[src/rtl/dbg_sba_axi_pkg.sv]
// Shared types and constants for the debug system-bus to AXI4 bridge.
package dbg_sba_axi_pkg;

  typedef enum logic [2:0] {
    StIdle,
    StWrReq,
    StWrResp,
    StRdReq,
    StRdResp,
    StDone,
    StDrain
  } state_e;

  localparam logic [1:0] RespOkay   = 2'b00;
  localparam logic [1:0] RespSlvErr = 2'b10;
  localparam logic [1:0] RespDecErr = 2'b11;

  localparam logic [1:0] BurstIncr  = 2'b01;
  localparam logic [3:0] CacheModifiable = 4'b0010;

  // AXI size encoding is log2 of the beat size in bytes.
  function automatic logic [2:0] size_from_bytes(input int unsigned bytes);
    logic [2:0] size;
    size = '0;
    for (int unsigned i = 0; i < 8; i++) begin
      if ((32'd1 << i) == bytes) size = 3'(i);
    end
    return size;
  endfunction

endpackage

[src/rtl/dbg_sba_axi_bridge_if.sv]
// AXI4 bus bundle used on the bridge master port.
interface dbg_sba_axi_bridge_if #(
  parameter int unsigned AXI_ADDR_WIDTH = 32,
  parameter int unsigned AXI_DATA_WIDTH = 64,
  parameter int unsigned AXI_ID_WIDTH   = 4,
  parameter int unsigned AXI_USER_WIDTH = 1
);
  logic [AXI_ID_WIDTH-1:0]     aw_id;
  logic [AXI_ADDR_WIDTH-1:0]   aw_addr;
  logic [7:0]                  aw_len;
  logic [2:0]                  aw_size;
  logic [1:0]                  aw_burst;
  logic                        aw_lock;
  logic [3:0]                  aw_cache;
  logic [2:0]                  aw_prot;
  logic [3:0]                  aw_qos;
  logic [3:0]                  aw_region;
  logic [5:0]                  aw_atop;
  logic [AXI_USER_WIDTH-1:0]   aw_user;
  logic                        aw_valid;
  logic                        aw_ready;

  logic [AXI_DATA_WIDTH-1:0]   w_data;
  logic [AXI_DATA_WIDTH/8-1:0] w_strb;
  logic                        w_last;
  logic [AXI_USER_WIDTH-1:0]   w_user;
  logic                        w_valid;
  logic                        w_ready;

  logic [AXI_ID_WIDTH-1:0]     b_id;
  logic [1:0]                  b_resp;
  logic [AXI_USER_WIDTH-1:0]   b_user;
  logic                        b_valid;
  logic                        b_ready;

  logic [AXI_ID_WIDTH-1:0]     ar_id;
  logic [AXI_ADDR_WIDTH-1:0]   ar_addr;
  logic [7:0]                  ar_len;
  logic [2:0]                  ar_size;
  logic [1:0]                  ar_burst;
  logic                        ar_lock;
  logic [3:0]                  ar_cache;
  logic [2:0]                  ar_prot;
  logic [3:0]                  ar_qos;
  logic [3:0]                  ar_region;
  logic [AXI_USER_WIDTH-1:0]   ar_user;
  logic                        ar_valid;
  logic                        ar_ready;

  logic [AXI_ID_WIDTH-1:0]     r_id;
  logic [AXI_DATA_WIDTH-1:0]   r_data;
  logic [1:0]                  r_resp;
  logic                        r_last;
  logic [AXI_USER_WIDTH-1:0]   r_user;
  logic                        r_valid;
  logic                        r_ready;

  modport master (
    output aw_id, aw_addr, aw_len, aw_size, aw_burst, aw_lock, aw_cache, aw_prot, aw_qos,
           aw_region, aw_atop, aw_user, aw_valid,
    input  aw_ready,
    output w_data, w_strb, w_last, w_user, w_valid,
    input  w_ready,
    input  b_id, b_resp, b_user, b_valid,
    output b_ready,
    output ar_id, ar_addr, ar_len, ar_size, ar_burst, ar_lock, ar_cache, ar_prot, ar_qos,
           ar_region, ar_user, ar_valid,
    input  ar_ready,
    input  r_id, r_data, r_resp, r_last, r_user, r_valid,
    output r_ready
  );

  modport slave (
    input  aw_id, aw_addr, aw_len, aw_size, aw_burst, aw_lock, aw_cache, aw_prot, aw_qos,
           aw_region, aw_atop, aw_user, aw_valid,
    output aw_ready,
    input  w_data, w_strb, w_last, w_user, w_valid,
    output w_ready,
    output b_id, b_resp, b_user, b_valid,
    input  b_ready,
    input  ar_id, ar_addr, ar_len, ar_size, ar_burst, ar_lock, ar_cache, ar_prot, ar_qos,
           ar_region, ar_user, ar_valid,
    output ar_ready,
    output r_id, r_data, r_resp, r_last, r_user, r_valid,
    input  r_ready
  );
endinterface

[src/rtl/dbg_sba_lane_steer.sv]
// Maps a narrow bus beat onto one lane of a wider AXI data bus and back.
module dbg_sba_lane_steer #(
  parameter int unsigned BUS_WIDTH      = 32,
  parameter int unsigned AXI_DATA_WIDTH = 64,
  localparam int unsigned NumLanes = AXI_DATA_WIDTH / BUS_WIDTH,
  localparam int unsigned LaneW    = (NumLanes > 1) ? $clog2(NumLanes) : 1,
  localparam int unsigned StrbW    = AXI_DATA_WIDTH / 8
) (
  input  logic [LaneW-1:0]          lane,
  input  logic [BUS_WIDTH-1:0]      wdata,
  input  logic [BUS_WIDTH/8-1:0]    be,
  input  logic [AXI_DATA_WIDTH-1:0] axi_rdata,
  output logic [AXI_DATA_WIDTH-1:0] axi_wdata,
  output logic [StrbW-1:0]          axi_wstrb,
  output logic [BUS_WIDTH-1:0]      rdata
);

  always_comb begin
    axi_wdata = '0;
    for (int unsigned i = 0; i < NumLanes; i++) begin
      axi_wdata[i*BUS_WIDTH +: BUS_WIDTH] = wdata;
    end
  end

  assign axi_wstrb = StrbW'(be) << (lane * (BUS_WIDTH / 8));
  assign rdata     = axi_rdata[lane*BUS_WIDTH +: BUS_WIDTH];

endmodule

[src/rtl/dbg_sba_axi_bridge.sv]
// Debug system-bus (req/gnt/rvalid) to AXI4 master bridge, one transaction in flight,
// with lane steering, error propagation and a draining timeout.
module dbg_sba_axi_bridge
  import dbg_sba_axi_pkg::*;
#(
  parameter int unsigned BUS_WIDTH      = 32,
  parameter int unsigned AXI_ADDR_WIDTH = 32,
  parameter int unsigned AXI_DATA_WIDTH = 64,
  parameter int unsigned AXI_ID_WIDTH   = 4,
  parameter int unsigned AXI_USER_WIDTH = 1,
  parameter int unsigned AXI_ID         = 0,
  parameter int unsigned TIMEOUT_CYCLES = 1024
) (
  input  logic                   clk,
  input  logic                   rst,
  input  logic                   req_i,
  input  logic [BUS_WIDTH-1:0]   add_i,
  input  logic                   we_i,
  input  logic [BUS_WIDTH-1:0]   wdata_i,
  input  logic [BUS_WIDTH/8-1:0] be_i,
  output logic                   gnt_o,
  output logic                   r_valid_o,
  output logic [BUS_WIDTH-1:0]   r_rdata_o,
  output logic                   r_err_o,
  output logic                   r_other_err_o,
  output logic                   busy_o,
  dbg_sba_axi_bridge_if.master   master
);

  localparam int unsigned BusBytes = BUS_WIDTH / 8;
  localparam int unsigned AxiBytes = AXI_DATA_WIDTH / 8;
  localparam int unsigned NumLanes = AXI_DATA_WIDTH / BUS_WIDTH;
  localparam int unsigned LaneW    = (NumLanes > 1) ? $clog2(NumLanes) : 1;
  localparam int unsigned CntW     = (TIMEOUT_CYCLES > 0) ? $clog2(TIMEOUT_CYCLES + 1) : 1;
  localparam logic [CntW-1:0] CntMax = CntW'(TIMEOUT_CYCLES);

  state_e                 state_q, state_d;
  logic [BUS_WIDTH-1:0]   addr_q, wdata_q, rdata_q;
  logic [BUS_WIDTH/8-1:0] be_q;
  logic                   we_q, err_q;
  logic                   aw_done_q, w_done_q, ar_done_q;
  logic [CntW-1:0]        cnt_q;

  logic aw_valid, w_valid, ar_valid, b_ready, r_ready;
  logic aw_hs, w_hs, ar_hs, b_hs, r_hs;
  logic counting, timeout_hit;
  logic [LaneW-1:0]          lane;
  logic [BUS_WIDTH-1:0]      addr_aligned, steered_rdata;
  logic [AXI_ADDR_WIDTH-1:0] ax_addr;

  if (NumLanes > 1) begin : g_lane
    assign lane = addr_q[$clog2(AxiBytes)-1:$clog2(BusBytes)];
  end else begin : g_no_lane
    assign lane = '0;
  end

  assign addr_aligned = addr_q & ~BUS_WIDTH'(BusBytes - 1);
  assign ax_addr      = AXI_ADDR_WIDTH'(addr_aligned);

  dbg_sba_lane_steer #(
    .BUS_WIDTH      (BUS_WIDTH),
    .AXI_DATA_WIDTH (AXI_DATA_WIDTH)
  ) u_lane_steer (
    .lane      (lane),
    .wdata     (wdata_q),
    .be        (be_q),
    .axi_rdata (master.r_data),
    .axi_wdata (master.w_data),
    .axi_wstrb (master.w_strb),
    .rdata     (steered_rdata)
  );

  assign counting = (state_q == StWrReq) || (state_q == StWrResp) ||
                    (state_q == StRdReq) || (state_q == StRdResp);
  assign timeout_hit = (TIMEOUT_CYCLES != 0) && counting && (cnt_q == CntMax);

  // Channel controls; DRAIN keeps finishing whatever the aborted transaction left open.
  always_comb begin
    aw_valid = ((state_q == StWrReq) || (state_q == StDrain && we_q)) && !aw_done_q;
    w_valid  = ((state_q == StWrReq) || (state_q == StDrain && we_q)) && !w_done_q;
    ar_valid = ((state_q == StRdReq) || (state_q == StDrain && !we_q)) && !ar_done_q;
    b_ready  = (state_q == StWrResp) || (state_q == StDrain && we_q);
    r_ready  = (state_q == StRdResp) || (state_q == StDrain && !we_q);
  end

  assign aw_hs = aw_valid && master.aw_ready;
  assign w_hs  = w_valid && master.w_ready;
  assign ar_hs = ar_valid && master.ar_ready;
  assign b_hs  = b_ready && master.b_valid;
  assign r_hs  = r_ready && master.r_valid;

  always_comb begin
    gnt_o         = req_i && (state_q == StIdle) && !rst;
    busy_o        = (state_q != StIdle);
    r_valid_o     = (state_q == StDone) || timeout_hit;
    r_other_err_o = timeout_hit;
    r_err_o       = (state_q == StDone) && err_q;
    r_rdata_o     = (state_q == StDone) ? rdata_q : '0;
  end

  always_comb begin
    state_d = state_q;
    case (state_q)
      StIdle:   if (gnt_o) state_d = we_i ? StWrReq : StRdReq;
      StWrReq: begin
        if (timeout_hit) state_d = StDrain;
        else if ((aw_done_q || aw_hs) && (w_done_q || w_hs)) state_d = StWrResp;
      end
      StWrResp: begin
        // A response landing on the timeout cycle is consumed, so nothing is left to drain.
        if (timeout_hit) state_d = b_hs ? StIdle : StDrain;
        else if (b_hs) state_d = StDone;
      end
      StRdReq: begin
        if (timeout_hit) state_d = StDrain;
        else if (ar_hs) state_d = StRdResp;
      end
      StRdResp: begin
        if (timeout_hit) state_d = r_hs ? StIdle : StDrain;
        else if (r_hs) state_d = StDone;
      end
      StDone:   state_d = StIdle;
      StDrain:  if ((we_q && b_hs) || (!we_q && r_hs)) state_d = StIdle;
      default:  state_d = StIdle;
    endcase
  end

  always_ff @(posedge clk or posedge rst) begin
    if (rst) begin
      state_q   <= StIdle;
      addr_q    <= '0;
      wdata_q   <= '0;
      be_q      <= '0;
      we_q      <= 1'b0;
      cnt_q     <= '0;
      aw_done_q <= 1'b0;
      w_done_q  <= 1'b0;
      ar_done_q <= 1'b0;
      rdata_q   <= '0;
      err_q     <= 1'b0;
    end else begin
      state_q <= state_d;
      if (gnt_o) begin
        addr_q    <= add_i;
        we_q      <= we_i;
        wdata_q   <= wdata_i;
        be_q      <= be_i;
        cnt_q     <= '0;
        aw_done_q <= 1'b0;
        w_done_q  <= 1'b0;
        ar_done_q <= 1'b0;
      end else begin
        if (counting && cnt_q != CntMax) cnt_q <= cnt_q + 1'b1;
        if (aw_hs) aw_done_q <= 1'b1;
        if (w_hs)  w_done_q  <= 1'b1;
        if (ar_hs) ar_done_q <= 1'b1;
      end
      if (state_q == StWrResp && b_hs && !timeout_hit) begin
        err_q   <= master.b_resp[1];
        rdata_q <= '0;
      end
      if (state_q == StRdResp && r_hs && !timeout_hit) begin
        err_q   <= master.r_resp[1];
        rdata_q <= steered_rdata;
      end
    end
  end

  assign master.aw_id     = AXI_ID_WIDTH'(AXI_ID);
  assign master.aw_addr   = ax_addr;
  assign master.aw_len    = 8'd0;
  assign master.aw_size   = size_from_bytes(BusBytes);
  assign master.aw_burst  = BurstIncr;
  assign master.aw_lock   = 1'b0;
  assign master.aw_cache  = CacheModifiable;
  assign master.aw_prot   = 3'b000;
  assign master.aw_qos    = 4'd0;
  assign master.aw_region = 4'd0;
  assign master.aw_atop   = 6'd0;
  assign master.aw_user   = '0;
  assign master.aw_valid  = aw_valid;
  assign master.w_last    = 1'b1;
  assign master.w_user    = '0;
  assign master.w_valid   = w_valid;
  assign master.b_ready   = b_ready;
  assign master.ar_id     = AXI_ID_WIDTH'(AXI_ID);
  assign master.ar_addr   = ax_addr;
  assign master.ar_len    = 8'd0;
  assign master.ar_size   = size_from_bytes(BusBytes);
  assign master.ar_burst  = BurstIncr;
  assign master.ar_lock   = 1'b0;
  assign master.ar_cache  = CacheModifiable;
  assign master.ar_prot   = 3'b000;
  assign master.ar_qos    = 4'd0;
  assign master.ar_region = 4'd0;
  assign master.ar_user   = '0;
  assign master.ar_valid  = ar_valid;
  assign master.r_ready   = r_ready;

  logic unused_sig;
  assign unused_sig = ^{master.b_id, master.b_user, master.b_resp[0], master.r_id,
                        master.r_last, master.r_user, master.r_resp[0]};

endmodule
[src/flat_wrapper.sv]
// flat-port wrapper written by rule: the top's interface ports become plain ports
module dbg_sba_axi_bridge_flat import dbg_sba_axi_pkg::*;
#(
  parameter int unsigned BUS_WIDTH      = 32,
  parameter int unsigned AXI_ADDR_WIDTH = 32,
  parameter int unsigned AXI_DATA_WIDTH = 64,
  parameter int unsigned AXI_ID_WIDTH   = 4,
  parameter int unsigned AXI_USER_WIDTH = 1,
  parameter int unsigned AXI_ID         = 0,
  parameter int unsigned TIMEOUT_CYCLES = 1024
)
  (clk, rst, req_i, add_i, we_i, wdata_i, be_i, gnt_o, r_valid_o, r_rdata_o, r_err_o, r_other_err_o, busy_o, master_aw_id, master_aw_addr, master_aw_len, master_aw_size, master_aw_burst, master_aw_lock, master_aw_cache, master_aw_prot, master_aw_qos, master_aw_region, master_aw_atop, master_aw_user, master_aw_valid, master_aw_ready, master_w_data, master_w_strb, master_w_last, master_w_user, master_w_valid, master_w_ready, master_b_id, master_b_resp, master_b_user, master_b_valid, master_b_ready, master_ar_id, master_ar_addr, master_ar_len, master_ar_size, master_ar_burst, master_ar_lock, master_ar_cache, master_ar_prot, master_ar_qos, master_ar_region, master_ar_user, master_ar_valid, master_ar_ready, master_r_id, master_r_data, master_r_resp, master_r_last, master_r_user, master_r_valid, master_r_ready);
  dbg_sba_axi_bridge_if #(.AXI_ADDR_WIDTH(AXI_ADDR_WIDTH), .AXI_DATA_WIDTH(AXI_DATA_WIDTH), .AXI_ID_WIDTH(AXI_ID_WIDTH), .AXI_USER_WIDTH(AXI_USER_WIDTH)) master_i ();
  input  logic clk;
  input  logic rst;
  input  logic req_i;
  input  logic [BUS_WIDTH-1:0] add_i;
  input  logic we_i;
  input  logic [BUS_WIDTH-1:0] wdata_i;
  input  logic [BUS_WIDTH/8-1:0] be_i;
  output logic gnt_o;
  output logic r_valid_o;
  output logic [BUS_WIDTH-1:0] r_rdata_o;
  output logic r_err_o;
  output logic r_other_err_o;
  output logic busy_o;
  output wire logic [$bits(master_i.aw_id)-1:0] master_aw_id;
  output wire logic [$bits(master_i.aw_addr)-1:0] master_aw_addr;
  output wire logic [$bits(master_i.aw_len)-1:0] master_aw_len;
  output wire logic [$bits(master_i.aw_size)-1:0] master_aw_size;
  output wire logic [$bits(master_i.aw_burst)-1:0] master_aw_burst;
  output wire logic [$bits(master_i.aw_lock)-1:0] master_aw_lock;
  output wire logic [$bits(master_i.aw_cache)-1:0] master_aw_cache;
  output wire logic [$bits(master_i.aw_prot)-1:0] master_aw_prot;
  output wire logic [$bits(master_i.aw_qos)-1:0] master_aw_qos;
  output wire logic [$bits(master_i.aw_region)-1:0] master_aw_region;
  output wire logic [$bits(master_i.aw_atop)-1:0] master_aw_atop;
  output wire logic [$bits(master_i.aw_user)-1:0] master_aw_user;
  output wire logic [$bits(master_i.aw_valid)-1:0] master_aw_valid;
  input wire logic [$bits(master_i.aw_ready)-1:0] master_aw_ready;
  output wire logic [$bits(master_i.w_data)-1:0] master_w_data;
  output wire logic [$bits(master_i.w_strb)-1:0] master_w_strb;
  output wire logic [$bits(master_i.w_last)-1:0] master_w_last;
  output wire logic [$bits(master_i.w_user)-1:0] master_w_user;
  output wire logic [$bits(master_i.w_valid)-1:0] master_w_valid;
  input wire logic [$bits(master_i.w_ready)-1:0] master_w_ready;
  input wire logic [$bits(master_i.b_id)-1:0] master_b_id;
  input wire logic [$bits(master_i.b_resp)-1:0] master_b_resp;
  input wire logic [$bits(master_i.b_user)-1:0] master_b_user;
  input wire logic [$bits(master_i.b_valid)-1:0] master_b_valid;
  output wire logic [$bits(master_i.b_ready)-1:0] master_b_ready;
  output wire logic [$bits(master_i.ar_id)-1:0] master_ar_id;
  output wire logic [$bits(master_i.ar_addr)-1:0] master_ar_addr;
  output wire logic [$bits(master_i.ar_len)-1:0] master_ar_len;
  output wire logic [$bits(master_i.ar_size)-1:0] master_ar_size;
  output wire logic [$bits(master_i.ar_burst)-1:0] master_ar_burst;
  output wire logic [$bits(master_i.ar_lock)-1:0] master_ar_lock;
  output wire logic [$bits(master_i.ar_cache)-1:0] master_ar_cache;
  output wire logic [$bits(master_i.ar_prot)-1:0] master_ar_prot;
  output wire logic [$bits(master_i.ar_qos)-1:0] master_ar_qos;
  output wire logic [$bits(master_i.ar_region)-1:0] master_ar_region;
  output wire logic [$bits(master_i.ar_user)-1:0] master_ar_user;
  output wire logic [$bits(master_i.ar_valid)-1:0] master_ar_valid;
  input wire logic [$bits(master_i.ar_ready)-1:0] master_ar_ready;
  input wire logic [$bits(master_i.r_id)-1:0] master_r_id;
  input wire logic [$bits(master_i.r_data)-1:0] master_r_data;
  input wire logic [$bits(master_i.r_resp)-1:0] master_r_resp;
  input wire logic [$bits(master_i.r_last)-1:0] master_r_last;
  input wire logic [$bits(master_i.r_user)-1:0] master_r_user;
  input wire logic [$bits(master_i.r_valid)-1:0] master_r_valid;
  output wire logic [$bits(master_i.r_ready)-1:0] master_r_ready;
  assign master_aw_id = master_i.aw_id;
  assign master_aw_addr = master_i.aw_addr;
  assign master_aw_len = master_i.aw_len;
  assign master_aw_size = master_i.aw_size;
  assign master_aw_burst = master_i.aw_burst;
  assign master_aw_lock = master_i.aw_lock;
  assign master_aw_cache = master_i.aw_cache;
  assign master_aw_prot = master_i.aw_prot;
  assign master_aw_qos = master_i.aw_qos;
  assign master_aw_region = master_i.aw_region;
  assign master_aw_atop = master_i.aw_atop;
  assign master_aw_user = master_i.aw_user;
  assign master_aw_valid = master_i.aw_valid;
  assign master_i.aw_ready = master_aw_ready;
  assign master_w_data = master_i.w_data;
  assign master_w_strb = master_i.w_strb;
  assign master_w_last = master_i.w_last;
  assign master_w_user = master_i.w_user;
  assign master_w_valid = master_i.w_valid;
  assign master_i.w_ready = master_w_ready;
  assign master_i.b_id = master_b_id;
  assign master_i.b_resp = master_b_resp;
  assign master_i.b_user = master_b_user;
  assign master_i.b_valid = master_b_valid;
  assign master_b_ready = master_i.b_ready;
  assign master_ar_id = master_i.ar_id;
  assign master_ar_addr = master_i.ar_addr;
  assign master_ar_len = master_i.ar_len;
  assign master_ar_size = master_i.ar_size;
  assign master_ar_burst = master_i.ar_burst;
  assign master_ar_lock = master_i.ar_lock;
  assign master_ar_cache = master_i.ar_cache;
  assign master_ar_prot = master_i.ar_prot;
  assign master_ar_qos = master_i.ar_qos;
  assign master_ar_region = master_i.ar_region;
  assign master_ar_user = master_i.ar_user;
  assign master_ar_valid = master_i.ar_valid;
  assign master_i.ar_ready = master_ar_ready;
  assign master_i.r_id = master_r_id;
  assign master_i.r_data = master_r_data;
  assign master_i.r_resp = master_r_resp;
  assign master_i.r_last = master_r_last;
  assign master_i.r_user = master_r_user;
  assign master_i.r_valid = master_r_valid;
  assign master_r_ready = master_i.r_ready;
  dbg_sba_axi_bridge #(.BUS_WIDTH(BUS_WIDTH), .AXI_ADDR_WIDTH(AXI_ADDR_WIDTH), .AXI_DATA_WIDTH(AXI_DATA_WIDTH), .AXI_ID_WIDTH(AXI_ID_WIDTH), .AXI_USER_WIDTH(AXI_USER_WIDTH), .AXI_ID(AXI_ID), .TIMEOUT_CYCLES(TIMEOUT_CYCLES)) u_core (.clk(clk), .rst(rst), .req_i(req_i), .add_i(add_i), .we_i(we_i), .wdata_i(wdata_i), .be_i(be_i), .gnt_o(gnt_o), .r_valid_o(r_valid_o), .r_rdata_o(r_rdata_o), .r_err_o(r_err_o), .r_other_err_o(r_other_err_o), .busy_o(busy_o), .master(master_i));
endmodule
[config.mk]
export PLATFORM = sky130hd
export DESIGN_NAME = dbg_sba_axi_bridge_flat
export DESIGN_NICKNAME = d
export VERILOG_FILES = /design/src/rtl/dbg_sba_axi_pkg.sv /design/src/rtl/dbg_sba_axi_bridge_if.sv /design/src/rtl/dbg_sba_lane_steer.sv /design/src/rtl/dbg_sba_axi_bridge.sv /design/src/flat_wrapper.sv
export SDC_FILE = /design/constraint.sdc
export NUM_CORES = 1
export LEC_CHECK = 0
export CORE_AREA = 2 2 161 163
export DETAILED_ROUTE_END_ITERATION = 12
export DIE_AREA = 0 0 163 165
export PLACE_DENSITY = 0.61
export SLEW_MARGIN = 20
export SYNTH_ARGS = -nofsm -noshare
export SYNTH_HDL_FRONTEND = slang
export SYNTH_SLANG_ARGS = --single-unit
[constraint.sdc]
create_clock -name clk -period 8.2 [get_ports clk]
set_input_delay 1.64 -clock clk [delete_from_list [all_inputs] [get_ports clk]]
set_output_delay 1.64 -clock clk [all_outputs]
set_load 0.005 [all_outputs]
Word-level counts from Yosys, hierarchy flattened
Index checks and enable logic that the tools add are counted.
Widths: inputs -> output; s select.
{"block": "op_classes", "add_sub_neg": 1, "eq_ne": 14, "shifts": 2, "n_mux": 27, "n_reduce_logical": 47}
{"operator": "$mux 32", "n": 3}
{"operator": "$shiftx 64x7->32", "n": 1}
{"operator": "$mux 3", "n": 12}
{"operator": "$logic_and 1x1->1", "n": 22}
{"operator": "$mux 11", "n": 2}
{"operator": "$pmux 3 s6", "n": 1}
{"operator": "$add 11x1->11 const B", "n": 1}
{"operator": "$eq 11x11->1 const B", "n": 1}
{"operator": "$logic_or 1x1->1", "n": 11}
{"operator": "$ne 11x11->1 const B", "n": 1}
{"operator": "$reduce_bool 2->1", "n": 5}
{"operator": "$eq 3x3->1 const B", "n": 3}
{"operator": "$ne 3x1->1 const B", "n": 3}
{"operator": "$mux 1", "n": 8}
{"operator": "$shl 4x3->8", "n": 1}
{"operator": "$eq 3x2->1 const B", "n": 2}
{"operator": "$logic_not 1->1", "n": 6}
{"operator": "$reduce_and 6->1", "n": 1}
{"operator": "$ne 2x2->1 const B", "n": 2}
{"operator": "$eq 3x1->1 const B", "n": 1}
{"operator": "$logic_not 3->1", "n": 1}
{"operator": "$ne 3x2->1 const B", "n": 1}
{"operator": "$reduce_bool 3->1", "n": 1}
{"operator": "$mux 2", "n": 1}
{"block": "word_totals", "ff_bits": 119, "in_bits": 156, "out_inout_bits": 254, "elab_cells": 102}

Longest topological paths before layout
Gate-level depths: netlist (run 1).
{"block": "logic_depth", "word_depth": 10, "ltp_mapped": 8, "ltp_nobuf": 6}

By module
A second synthesis (run 1) with hierarchy kept.
{"block": "hier_totals", "cells_unflattened": 748, "hier_area_um2": 6790.3}
{"mod": "dbg_sba_axi_bridge", "n_inst": 1, "cells_per_inst": 640, "area_per_inst_um2": 5850.6, "seq_area_each_um2": 2927.8}
{"mod": "dbg_sba_lane_steer", "n_inst": 1, "cells_per_inst": 108, "area_per_inst_um2": 939.7, "seq_area_each_um2": 0.0}

Worst setup path after synthesis (run 1)
No wires, ideal clock.
{"block": "synth_timing", "path_kind": "in2out", "start": "in rst", "end": "out gnt_o", "arrival_ps": 5057, "required_time_ps": 6560, "path_slack_ps": 1503, "cell_stages": 6, "path_buffers": 3, "cell_sequence": "inv_1 > nand2_1 > nor2_1 > buf_4 > buf_2 > buf_2"}
{"block": "synth_between", "elab_chain_len": 2}
{"element": "from (decl)", "line_no": "flat_wrapper.sv:15", "text": "input logic rst;"}
{"element": "$logic_not 1->1", "line_no": "dbg_sba_axi_bridge.sv:93", "text": "gnt_o = req_i && (state_q == StIdle) && !rst;"}
{"element": "$logic_and 1x1->1", "line_no": "dbg_sba_axi_bridge.sv:93"}
{"element": "to (decl)", "line_no": "flat_wrapper.sv:21", "text": "output logic gnt_o;"}
No other way between the ends.

Worst setup path in the final report (run 1)
Ends and elaborated chain as after synthesis.

==> results.yml, run 1 <==
run_status:
  status: "completed"
yosys:
  ys_ff_latch: 117
  netlist_area_sq_mm: 0.00671
  synth_top_area_cell: "dfrtp_1"
  synthArstFlopShare_pct: 100
  ys_warn_count: 0
  synth_edf_count: 0
  synth-seq-area-share_pct: 43.6
  yosys_most_used_dff: "dfrtp_1"
  netlist_instances: 621
  synth.area.top_cells: "dfrtp_1 44%, buf_4 17%, mux2_2 11%, mux2i_1 5.1%, o21ai_2 3.8%"
  ys_types: 55
  synth_area_per_cell_sq_um: 10.8
  synth_top_area_share_pct: 43.6
worst_setup_path:
  r2r_cells: 6
  r2r-end: "u_core.addr_q[18]"
  worstSetupPathType: "primary input to output port"
  path_delay_family: "buffers and inverters"
  path_depth: 5
  path_cells: "clkdlybuf4s50_1 -> inv_6 -> nand2_1 -> nor2_4 -> clkdlybuf4s50_1"
  cp-start-kind: "primary input"
  timing.rr.start: "u_core.state_q[1]"
  cp_max_fo: 57
  cp-end-kind: "output port"
  critPathMaxStageDelay_ns: 0.51
  cpMaxStageDelayCell: "clkdlybuf4s50_1"
  cp_num_buf_inv: 3
  cp.required_ns: 6.56
  critPathLaunch: "rst"
  worstPathArrival_ns: 3.40
  worst-r2r-setup-slack_ns: 5.37
  cp_common_cell: "clkdlybuf4s50_1"
placed_design:
  place.gp.congestion: 0.729
  dp_hpwl_microns: 13100
  port_buffers: 314
  place_ws_ns: 3.11
  place_area_sq_mm: 0.00933
timing:
  setup_violations: 0
  setup_ws_ns: 3.16
  tightestPinTransition_ns: 0.857
  hold_viol: 0
  period_needed_ns: 5.04
  timing.final.crit_share_pct: 61.4
  maxSlewViolCount: 0
  slew_headroom_pct: 42.9
  setup_tns_ns: 0
  finClkSkew_ns: 0.0138
  rsz0062_at_grt: "no"
  max_freq_mhz: 199
layout:
  fillers: 2471
  utilization_pct: 39.7
  final_cell_mix: "314 x clkdlybuf4s50_1, 116 x dfrtp_1, 80 x conb_1"
  n_antenna_cell: 0
  drive_gt1_share_pct: 17.0
  finalNetCount: 1022
  mostFrequentLayoutCell: "clkdlybuf4s50_1"
  area_growth_pct: 48.3
  final_area_sq_mm: 0.00995
floorplanning:
  start_util_pct: 26.8
  die_area_sq_mm: 0.0269
  die_y_microns: 165
  fp-row-count: 58
  ios: 410
  die_x_microns: 163
  coreArea_sq_mm: 0.0250
clock_tree:
  post_cts_buffers: 0
  cts.repair.resized: 0
  cts_sinks: 117
  cts_hold_buf: 0
  clk_path_buf_depth: 2
  cts_buffers: 17
  tritoncts: "yes"
  root_buffer: "clkbuf_16"
  clk_pin_slew_ns: 0.05
  clock_latency_ns: 0.41
  cts_max_level: 4
run:
  drv_cap: 0
pwr:
  p_leak_nw: 4.20
  powerDensity_mw_per_mm2: 345
  irDropWorstVdd_mv: 0.147
worst_hold_path:
  hold_path_class: "flip-flop to flip-flop"
  min_to: "u_core.rdata_q[12]"
  min_from: "u_core.rdata_q[12]"
  hold_depth: 2
detailed_routing:
  vias_per_cell: 4.05
  postRouteAntennaNets: 0
  routed_wirelength_microns: 17600
  drc: 0
  wl_per_cell_microns: 14.5
  vias: 4894
  dr.pass1.iters: 5
  drtIter0Drc: 141
grt:
  grt.total_usage_pct: 12.7
  grt_pass1_vias: 4690
  grt_pass1_wl_microns: 26000
  antenna_found_initial: 0
  grt-ovfl-total: 0
  grt_start_max_net_pins: 63
## cell families (layout without fill, tap and decap cells)
logic type / count (synthesis) / after routing / synth area share [%]
buffers and inverters: 184 / 362 / 19.8
AND/OR/NAND/NOR: 145 / 145 / 11.8
flip-flops: 117 / 117 / 43.6
multiplexers: 100 / 100 / 16.2
AO/OA/AOI/OAI: 65 / 65 / 7.31
XOR/XNOR: 6 / 6 / 0.783
adder cells (fa/ha/maj): 2 / 2 / 0.373
other: 2 / 80 / 0.112
## worst min-delay path, delay by kind of cell (launching register included)
kind,cells,cell delay (ns)
AND/OR/NAND/NOR,1,0.06
AO/OA/AOI/OAI,1,0.05
flip-flops,1,0.33
## worst max path at each step
stage | endpoint
final | gnt_o
after floorplan | gnt_o
after global placement | gnt_o
after detailed placement | gnt_o
after CTS | gnt_o
after global routing | gnt_o
## Yosys cell counts (5+ instances only)
cell,n
a21oi_1,9
and2_1,39
buf_2,7
buf_4,150
clkbuf_1,12
dfrtp_1,117
inv_1,9
mux2_2,66
mux2i_1,34
nand2_1,46
nand3_1,5
nor2_1,19
nor2b_1,6
o21ai_0,10
o21ai_2,29
xnor2_1,6
## cell type report
cell class,instances,area [sq um],share of cell area [%]
Clock buffer,19,443,4.45
Clock inverter,13,171,1.72
Inverter,10,42.5,0.428
Multi-Input combinational cell,398,2760,27.7
Sequential cell,117,2930,29.5
Tap cell,330,413,4.15
Timing Repair Buffer,320,3190,32.1
## per-layer routing
metal	wire length (microns)	GRT usage, %
met4	155	3.74
met5	0	0
met1	6850	14.1
met2	9000	22.4
met3	1550	5.12
## where the power goes
part / switching (mW) / internal, mW
clock network: 0.289 / 0.491
registers: 0.239 / 0.850
logic: 0.563 / 1.00
total: 1.09 / 2.34
## stage by stage
| stage | hold slack (ns) | std cells | power (mW) |
|---|---|---|---|
| 2_1_floorplan | 0.442 | 699 | 2.00 |
| 3_3_place_gp | 0.451 | 1175 | 2.68 |
| 3_5_place_dp | 0.456 | 1175 | 2.70 |
| 4_1_cts | 0.469 | 1207 | 3.50 |
| 5_1_grt | 0.474 | 1207 | 3.68 |
| 6_report | 0.463 | 1207 | 3.44 |
## sequential cells by signal, indices dropped and copies added, names as in the netlist
name	count
u_core.ar_done_q	1
u_core.aw_done_q	1
u_core.err_q	1
u_core.we_q	1
u_core.cnt_q	11
u_core.wdata_q	32
u_core.w_done_q	1
u_core.addr_q	30
u_core.be_q	4
u_core.rdata_q	32
u_core.state_q	3
(Power assumes the default switching activity.)
==> inputs of run 2 (changes only) <==
--- a/config.mk
+++ b/config.mk
@@ -5,10 +5,10 @@
 export SDC_FILE = /design/constraint.sdc
 export NUM_CORES = 1
 export LEC_CHECK = 0
-export CORE_AREA = 2 2 161 163
+export CORE_AREA = 2 2 162 164
 export DETAILED_ROUTE_END_ITERATION = 12
-export DIE_AREA = 0 0 163 165
-export PLACE_DENSITY = 0.61
+export DIE_AREA = 0 0 164 166
+export PLACE_DENSITY = 0.63
 export SLEW_MARGIN = 20
 export SYNTH_ARGS = -nofsm -noshare
 export SYNTH_HDL_FRONTEND = slang
==> constraint.sdc (replaced) <==
create_clock -name clk -period 4.6 [get_ports clk]
set_input_delay 0.92 -clock clk [delete_from_list [all_inputs] [get_ports clk]]
set_output_delay 0.92 -clock clk [all_outputs]
set_load 0.005 [all_outputs]
==> results.yml, run 2 (synthesis results as in run 1) <==
floorplanning:
  coreArea_sq_mm: 0.0256
  die_y_microns: 166
  die_area_sq_mm: 0.0272
  ios: 410
  die_x_microns: 164
  fp-row-count: 59
  start_util_pct: 26.2
layout:
  instances_no_fill: 1213
  final_area_sq_mm: 0.00991
  utilization_pct: 38.7
  finalNetCount: 1023
  reg_top3: "u_core.rdata_q: 32 flops, u_core.wdata_q: 32 flops, u_core.addr_q: 30 flops"
  mostFrequentLayoutCell: "clkdlybuf4s50_1"
  final_cell_mix: "314 x clkdlybuf4s50_1, 116 x dfrtp_1, 80 x conb_1"
  drive_gt1_share_pct: 17.2
  n_antenna_cell: 0
  area_growth_pct: 47.8
clock_tree:
  clk_path_buf_depth: 2
  cts_hold_buf: 0
  cts_sinks: 117
  tritoncts: "yes"
  clock_latency_ns: 0.41
  cts_buffers: 17
  cts_max_level: 4
  clk_pin_slew_ns: 0.06
  root_buffer: "clkbuf_16"
  post_cts_buffers: 0
  cts.repair.resized: 0
timing:
  slew_headroom_pct: 41.6
  tightestPinTransition_ns: 0.875
  setup_violations: 0
  rsz0062_at_grt: "no"
  finClkSkew_ns: 0.00896
  max_freq_mhz: 286
  hold_ws_ns: 0.466
  period_needed_ns: 3.49
  hold_viol: 0
  setup_ws_ns: 1.11
  setup_tns_ns: 0
  maxSlewViolCount: 0
  timing.final.crit_share_pct: 75.9
detailed_routing:
  drtIter0Drc: 142
  routed_wirelength_microns: 17300
  dr.pass1.iters: 4
  vias: 4934
  vias_per_cell: 4.07
  drc: 0
  wl_per_cell_microns: 14.3
  postRouteAntennaNets: 0
worst_setup_path:
  worstPathArrival_ns: 2.57
  cp.required_ns: 3.68
  cp-end-kind: "output port"
  cp_max_fo: 34
  cp-start-kind: "flip-flop"
  worstSetupPathType: "flip-flop to output port"
pwr:
  powerDensity_mw_per_mm2: 607
  p_leak_nw: 4.18
  power.total_mw: 6.02
  irDropWorstVdd_mv: 0.288
placed_design:
  dp_hpwl_microns: 12900
  dp.cells: 1181
  place_ws_ns: 1.44
  port_buffers: 314
  place.gp.congestion: 0.732
  place_area_sq_mm: 0.00934
grt:
  grt_pass1_vias: 4728
  grt_start_max_net_pins: 69
  grt.total_usage_pct: 12.6
  grt_pass1_wl_microns: 26500
  grt-ovfl-total: 0
  antenna_found_initial: 0
run_status:
  status: "completed"
worst_hold_path:
  hold_path_class: "flip-flop to flip-flop"
run:
  drv_cap: 0
run 2: cell count changes in the layout (fill, tap and decap cells not counted):
cell,delta
inv_8,+1
clkbuf_1,-1
clkbuf_8,-1
clkinvlp_4,+1
clkinv_2,+1
clkinv_4,+1
bufinv_16,-2
buf_4,+1
run 2: area by class of cell:
type / instances / area [sq um]
inverters: 10 / 41.3
fillers: 2561 / 15700
repair buffers: 321 / 3200
multi-input cells: 398 / 2760
clock buffers: 17 / 425
well taps: 335 / 419
flip-flops and latches: 117 / 2930
clock inverters: 15 / 145
run 2: where the power goes:
group | internal (mW) | total, mW | switching, mW
sequential | 1.51 | 1.92 | 0.405
combinational | 1.79 | 2.80 | 1.01
clock | 0.756 | 1.30 | 0.541
run 2: worst paths after layout:
kind | from | to | slack, ns | depth (start not counted)
worst min-delay path | u_core.rdata_q[27] | u_core.rdata_q[27] | 0.47 | 2
max in group asynchronous | rst | u_core.rdata_q[30] | 2.14 | 4
worst max-delay path | u_core.state_q[2] | r_rdata_o[6] | 1.11 | 5
worst max register to register | u_core.state_q[1] | u_core.rdata_q[9] | 2.21 | 6
min in group asynchronous | rst | u_core.wdata_q[15] | 1.20 | 3
worst min register to register | u_core.rdata_q[27] | u_core.rdata_q[27] | 0.47 | 2
run 2: critical path: stages, from the launching register on:
cell	delay (ns)
dfrtp_1	0.70
inv_1	0.21
nor3_2	0.14
buf_4	0.33
and2_1	0.23
clkdlybuf4s50_1	0.53
run 2: layer usage:
metal | up-vias | global-route usage, % | routed length, microns
met2 | 233 | 22.7 | 9030
met5 | - | 0 | 0
met4 | 0 | 3.09 | 135
met1 | 2337 | 14.1 | 6630
met3 | 6 | 4.50 | 1520
li1 | 2358 | - | -
==> inputs of run 3 (changes only) <==
--- a/config.mk
+++ b/config.mk
@@ -5,9 +5,9 @@
 export SDC_FILE = /design/constraint.sdc
 export NUM_CORES = 1
 export LEC_CHECK = 0
-export CORE_AREA = 2 2 162 164
+export CORE_AREA = 2 2 158 160
 export DETAILED_ROUTE_END_ITERATION = 12
-export DIE_AREA = 0 0 164 166
+export DIE_AREA = 0 0 160 162
 export PLACE_DENSITY = 0.63
 export SLEW_MARGIN = 20
 export SYNTH_ARGS = -nofsm -noshare
==> constraint.sdc (replaced) <==
create_clock -name clk -period 3.4 [get_ports clk]
set_input_delay 0.68 -clock clk [delete_from_list [all_inputs] [get_ports clk]]
set_output_delay 0.68 -clock clk [all_outputs]
set_load 0.005 [all_outputs]
==> results.yml, run 3 (synthesis results as in run 1) <==
timing:
  max_freq_mhz: 317
  rsz0062_at_grt: "no"
  maxSlewViolCount: 0
  setup_tns_ns: 0
  slew_headroom_pct: 53.2
  period_needed_ns: 3.15
  hold_viol: 0
  tightestPinTransition_ns: 0.702
  finClkSkew_ns: 0.00976
  setup_violations: 0
  timing.final.crit_share_pct: 92.7
worst_hold_path:
  hold_depth: 2
  hold_path_class: "flip-flop to flip-flop"
layout:
  area_growth_pct: 47.6
  finalNetCount: 1025
  mostFrequentLayoutCell: "clkdlybuf4s50_1"
  reg_top3: "u_core.rdata_q: 32 flops, u_core.wdata_q: 32 flops, u_core.addr_q: 30 flops"
  final_area_sq_mm: 0.00990
  final_cell_mix: "314 x clkdlybuf4s50_1, 116 x dfrtp_1, 80 x conb_1"
  drive_gt1_share_pct: 17.4
  n_antenna_cell: 0
  instances_no_fill: 1204
worst_setup_path:
  worstPathArrival_ns: 2.47
  path_delay_family: "buffers and inverters"
  r2r_cells: 6
  cp_max_fo: 20
  cp.required_ns: 2.72
  cp-start-kind: "flip-flop"
  worstSetupPathType: "flip-flop to output port"
  path_cells: "inv_1 -> nor3_2 -> buf_4 -> and2_1 -> clkdlybuf4s50_1"
  cpMaxStageDelayCell: "dfrtp_1"
  cp-end-kind: "output port"
  cp_num_buf_inv: 3
  path_depth: 5
  critPathMaxStageDelay_ns: 0.69
detailed_routing:
  routed_wirelength_microns: 17300
  dr.pass1.iters: 4
  vias: 4945
  drtIter0Drc: 126
  postRouteAntennaNets: 0
  vias_per_cell: 4.11
  wl_per_cell_microns: 14.4
  drc: 0
pwr:
  p_leak_nw: 4.17
  irDropWorstVdd_mv: 0.387
  powerDensity_mw_per_mm2: 817
grt:
  antenna_found_initial: 0
  grt-ovfl-total: 0
  grt.total_usage_pct: 13.3
  grt_pass1_wl_microns: 26800
  grt_start_max_net_pins: 83
  grt_pass1_vias: 4878
floorplanning:
  fp-row-count: 57
  coreArea_sq_mm: 0.0241
  die_x_microns: 160
  ios: 410
  die_y_microns: 162
  start_util_pct: 27.8
  die_area_sq_mm: 0.0259
run_status:
  status: "completed"
clock_tree:
  clk_pin_slew_ns: 0.05
  cts.repair.resized: 0
  root_buffer: "clkbuf_16"
  clock_latency_ns: 0.41
  tritoncts: "yes"
  cts_buffers: 17
  cts_hold_buf: 0
  clk_path_buf_depth: 2
  cts_sinks: 117
  cts_max_level: 4
  post_cts_buffers: 0
run:
  drv_cap: 0
placed_design:
  place_area_sq_mm: 0.00936
  place.gp.congestion: 0.751
  dp_hpwl_microns: 12900
  port_buffers: 314
  dp.cells: 1172
## run 3: stage by stage
step                      utilization [%]  power [mW]  hold slack [ns]  setup WS [ns]
final                                41.1        8.09            0.464          0.248
after CTS                            41.1        8.25            0.469          0.221
after floorplan                         -        4.83            0.442         -0.370
after detailed placement             38.8        6.54            0.456          0.561
after global placement               38.8        6.48            0.451          0.571
after global routing                 41.1        8.68            0.491         0.0479
## run 3: worst register-to-register path, delay by kind of cell (launching register included)
kind | cells | cell delay [ns]
AOI/OAI and AO/OA | 1 | 0.04
adders and majority gates | 1 | 0.22
buffers and inverters | 1 | 0.06
DFF | 1 | 0.40
and+or+nand+nor | 3 | 1.29
## run 3: area by class of cell
| cell class | instances | area, sq um |
|---|---|---|
| Tap cell | 324 | 405 |
| Clock buffer | 18 | 439 |
| Multi-Input combinational cell | 398 | 2760 |
| Inverter | 10 | 41.3 |
| Sequential cell | 117 | 2930 |
| Clock inverter | 14 | 103 |
| Timing Repair Buffer | 323 | 3230 |
| Fill cell | 2425 | 14200 |
## run 3: per-layer routing
metal	GRT usage (%)	up-vias	part of all wire [%]
li1	-	2365	-
met1	14.8	2322	38
met2	23.3	245	51
met3	5.18	13	8.9
met4	4.46	0	1.5
met5	0	-	0
## run 3: where the power goes
group / switching, mW / internal, mW
logic: 1.39 / 2.45
clock network: 0.693 / 0.954
registers: 0.557 / 2.05
total: 2.64 / 5.45
## run 3: path summary, 6_finish.rpt
| kind | from | endpoint | slack (ns) |
|---|---|---|---|
| hold / removal | u_core.rdata_q[22] | u_core.rdata_q[22] | 0.46 |
| min in group asynchronous | rst | u_core.wdata_q[31] | 0.85 |
| hold reg to reg | u_core.rdata_q[22] | u_core.rdata_q[22] | 0.46 |
| max in group asynchronous | rst | u_core.addr_q[13] | 1.43 |
| setup / recovery | u_core.state_q[2] | r_err_o | 0.25 |
| setup reg to reg | u_core.cnt_q[0] | u_core.err_q | 1.25 |
